File: src/rtl/full_adder_unit.sv
// One-bit full adder cell: zero-latency combinational sum/carry plus a registered
// copy and a carry loop so the cell can be chained in time as a bit-serial adder.
module full_adder_unit #(
    parameter logic RESET_CARRY = 1'b0
) (
    input  logic clk,
    input  logic rst,
    input  logic a,
    input  logic b,
    input  logic cin,
    input  logic en,
    input  logic serial,
    input  logic sclr,
    output logic sum,
    output logic cout,
    output logic sum_q,
    output logic cout_q,
    output logic carry_q
);

    logic c_loop;
    logic c_sel;
    logic sum_sel;
    logic cout_sel;

    assign sum  = a ^ b ^ cin;
    assign cout = (a & b) | (a & cin) | (b & cin);

    // A clear starts a new word, so the word's first bit must already see the reset carry.
    assign c_loop   = sclr ? RESET_CARRY : carry_q;
    assign c_sel    = serial ? c_loop : cin;
    assign sum_sel  = a ^ b ^ c_sel;
    assign cout_sel = (a & b) | (a & c_sel) | (b & c_sel);

    always_ff @(posedge clk or posedge rst) begin
        if (rst) begin
            sum_q   <= 1'b0;
            cout_q  <= 1'b0;
            carry_q <= RESET_CARRY;
        end else if (en) begin
            sum_q  <= sum_sel;
            cout_q <= cout_sel;
            if (sclr) begin
                carry_q <= RESET_CARRY;
            end else if (serial) begin
                carry_q <= cout_sel;
            end else begin
                carry_q <= cout;
            end
        end
    end

endmodule

File: config.mk
export PLATFORM = sky130hd
export DESIGN_NAME = full_adder_unit
export DESIGN_NICKNAME = d
export VERILOG_FILES = /design/src/rtl/full_adder_unit.sv
export SDC_FILE = /design/constraint.sdc
export NUM_CORES = 1
export LEC_CHECK = 0
export BUFFER_PORTS_ARGS = -buffer_cell sky130_fd_sc_hd__buf_2
export CORE_AREA = 5 5 42 44
export DETAILED_ROUTE_END_ITERATION = 8
export DIE_AREA = 0 0 47 49
export PLACE_DENSITY_LB_ADDON = 0.1
export SYNTH_ARGS = -nofsm -noshare
export SYNTH_HDL_FRONTEND = slang
export SYNTH_SLANG_ARGS = --single-unit
File: constraint.sdc
create_clock -name clk -period 3.3 [get_ports clk]
set_input_delay 0.165 -clock clk [delete_from_list [all_inputs] [get_ports clk]]
set_output_delay 0.165 -clock clk [all_outputs]
set_load 0.01 [all_outputs]
==> summary by stage <==
Placed design
The total placed instance area is 276.5 um2. The post-placement worst setup slack is 1888 ps. At the end of routability-driven placement, the weighted congestion stood at 0.6551. The quantity of I/O buffers inserted on ports is 12. The post-placement cell count is 48.

Synthesis
A synthesized cell averages 9.822 um2. The total standard cell area after synthesis is 196.4 um2. The share of the Yosys chip area taken by registers is 38.22%. In the post-synthesis netlist, the biggest area contributors are dfrtp_1 (38%), fa_1 (20%), o41ai_2 (8.3%). The count of unique library cells instantiated by Yosys is 11. Of all cell types, the one taking the most synthesized area is dfrtp_1. Synthesis handed over a netlist of 20 instances. For this run, the number of Yosys warnings is 0.

The number of nets in the synthesized netlist is 30. After synthesis the netlist holds a flip-flop and latch count of 3. The share of the synthesized area in the top cell type is 38.22%.

Worst setup path
Traced cell by cell, the critical path runs through nand2_1, a2bb2oi_1, fa_1, and2_1, o41ai_2. The delay of the slowest critical-path stage is 370 ps. The kind of capture point of the worst setup path is a register. The worst endpoint data arrival time is 1530 ps. The data required time of the critical path is 3430 ps.

The sort of element at the start of the critical path is a register. The largest fanout on the critical path is 3. The critical path is of the reg -> reg type. Among cell families on the critical path, the largest total delay comes from adder cells. For this design, the slowest cell found on the critical path is fa_1.

The total buffers and inverters traversed by the critical path is 0.

Power and ir drop
Summed over all cells, the static leakage comes to 0.1660 nW. The proportion of power drawn by the clock network is 44.7%. Per report_power, the combinational group accounts for 23.9% of the total. In this run switching power makes up 26.65% of total power. In this run the power density over the cells is 448.2 nW/um2. VDD sags by at most 0.1814 mV. The switching power of the nets is 0.03736 mW. Sequential cells account for 31.4% of the total power. The internal power of the cells is 0.1028 mW.

Timing
The total of endpoints with negative setup slack in the final report is 0. The total count of max-transition violations in the final report came to 0. Once routing completed, OpenROAD measured the worst setup slack at 1899 ps.

Adding up every negative setup slack in the final design gives 0 ps. The final critical path time including I/O delays and setup is 1401 ps. At the pin with the least slew margin, the transition time is 224.5 ps.

Dividing the final minimum period by the clock period gives 42.47%. Setup repair after global routing left no endpoint under its margin. The top achievable clock speed is 713.5 MHz.

The worst setup skew after layout is 1.846 ps. The tightest slew margin relative to the limit is 84.87%. The hold violation total from the final report came to 0.

Clock network
The longest clock path from root to sink contains 2 buffers. The total clock buffers created by CTS is 3. TritonCTS built the clock tree. The root buffer cell chosen for the clock tree is clkbuf_4. The clock slew seen by the registers of the worst setup and hold paths is 40 ps. The number of H-tree branching levels is 1. The number of buffers inserted to repair setup after CTS is 0. The number of clock sinks is 3.

For the worst-skew pair, the clock arrives at the later sink with an insertion delay of 230 ps.

Detailed routing
The first-pass iteration count of the detailed router is 1. The aggregate routed wire length is 488 um. The residual DRC count is 0.

The first routing iteration left 0 violations. Detailed routing inserted a total of 189 vias. The number of nets still failing antenna checks after routing is 0. The number of vias per cell is 3.566. The average wire per cell in the routed design is 9.208 um.

Global routing
The total global routing track utilization is 5.011%. The overall overflow remaining after global route is 0. The number of global-route vias before repair is 193. Entering global routing, the biggest net connects 7 pins.

The number of antenna violations at the first check in global routing is 0. The first global-routing pass estimated 772 um of wire.

Run status
The run finished with clean final reports.

Floorplanning
The die covers 2303 um2. The placement row count is 14. The die width is 47 um. The number of top-level design ports is 13. The initial core utilization is 14.02%. In this run the standard cell core region covers 1401 um2. Measured along the y axis, the die boundary spans 49 um.

Final layout
Of the cells placed in the final design, the portion with a size suffix greater than 1 is 45.95%. The final net count is 48. The area growth from synthesis to layout is 59.24%.

The number of standard cells in the final layout excluding fillers is 53. The final core utilization is 22.32%. The cell area after layout is 312.8 um2. The total inserted antenna cells is 0.

Run
Max-cap violations in this run came to 0.

Min path
The worst hold path belongs to the class in -> reg.
-- cell usage after synthesis --
library cell  instances
a2bb2oi_1             1
and2_1                1
inv_2                 1
o41ai_2               1
dfrtp_1               3
nand2_1               1
inv_1                 4
a21oi_1               2
fa_1                  2
nand2b_1              1
nor2_1                3
-- per-layer routing --
layer | part of all wire [%] | up-vias | routed length, um | track usage, %
met5 | 0 | - | 0 | 0
met4 | 0 | 0 | 0 | 5.530
met3 | 8.6 | 0 | 42 | 2.214
met2 | 50 | 7 | 242 | 6.109
met1 | 42 | 86 | 204 | 5.752
li1 | - | 96 | - | -
-- layout make-up --
type                    instances  area (um2)
multi-input cells              12       102.6
clock buffers                   4       26.28
fillers                       166        1089
flip-flops and latches          3       75.07
well taps                      16       20.02
repair buffers                 13       70.07
inverters                       5       18.77
-- layout by cell type (no fill, tap or decap) --
cell type / instances
buf_2: 12
inv_1: 4
nor2_1: 3
dfrtp_1: 3
clkbuf_4: 3
a21oi_1: 2
fa_1: 2
inv_2: 1
and2_1: 1
nand2b_1: 1
o41ai_2: 1
nand2_1: 1
a2bb2oi_1: 1
clkbuf_1: 1
dlygate4sd3_1: 1
-- per-stage QoR --
stage               hold WS (ps)  power (mW)
floorplan                 -81.36     0.06210
global placement           39.28     0.07820
detailed placement         40.69     0.07834
CTS                        144.5      0.1457
global route               148.8      0.1525
finish                     151.9      0.1402
-- final timing paths --
check | slack [ps] | start | end | cells after the start
max | 1900 | carry_q$_DFFE_PP0P_ | carry_q$_DFFE_PP0P_ | 5
min | 150 | sclr | carry_q$_DFFE_PP0P_ | 2
max reg2reg | 1900 | carry_q$_DFFE_PP0P_ | carry_q$_DFFE_PP0P_ | 5
min reg2reg | 520 | carry_q$_DFFE_PP0P_ | carry_q$_DFFE_PP0P_ | 2
max in group asynchronous | 2820 | rst | sum_q$_DFFE_PP0P_ | 3
min in group asynchronous | 350 | rst | carry_q$_DFFE_PP0P_ | 3
-- cell families after synthesis --
kind of cell / synth area share (%)
compound gates: 17.84
fa+ha+maj: 20.38
buf+inv: 9.550
flops: 38.22
simple gates: 14.01
-- repair_timing --
item / CTS / global route
hold buffers: 1 / 0
gates resized for setup: 0 / 0
hold endpoints to repair: 3 / 0
-- state kept, by name (all words and copies together), names as in the netlist --
| name | flops |
|---|---|
| cout_q | 1 |
| sum_q | 1 |
| carry_q | 1 |
-- worst register-to-register path, stage by stage, from the launching register on --
cell and delay [ps]:
dfrtp_1 350, nand2_1 50, a2bb2oi_1 150, fa_1 370, and2_1 180, o41ai_2 190
-- power by group through the flow --
stage          combinational, mW  clock, mW  sequential (mW)
2_1_floorplan             0.0152          0           0.0469
3_3_place_gp              0.0338          0           0.0444
3_5_place_dp              0.0338          0           0.0446
4_1_cts                   0.0348     0.0668           0.0441
5_1_grt                   0.0380     0.0699           0.0446
6_report                  0.0335     0.0627           0.0440
Note: power is estimated with default switching activity, not from simulation.
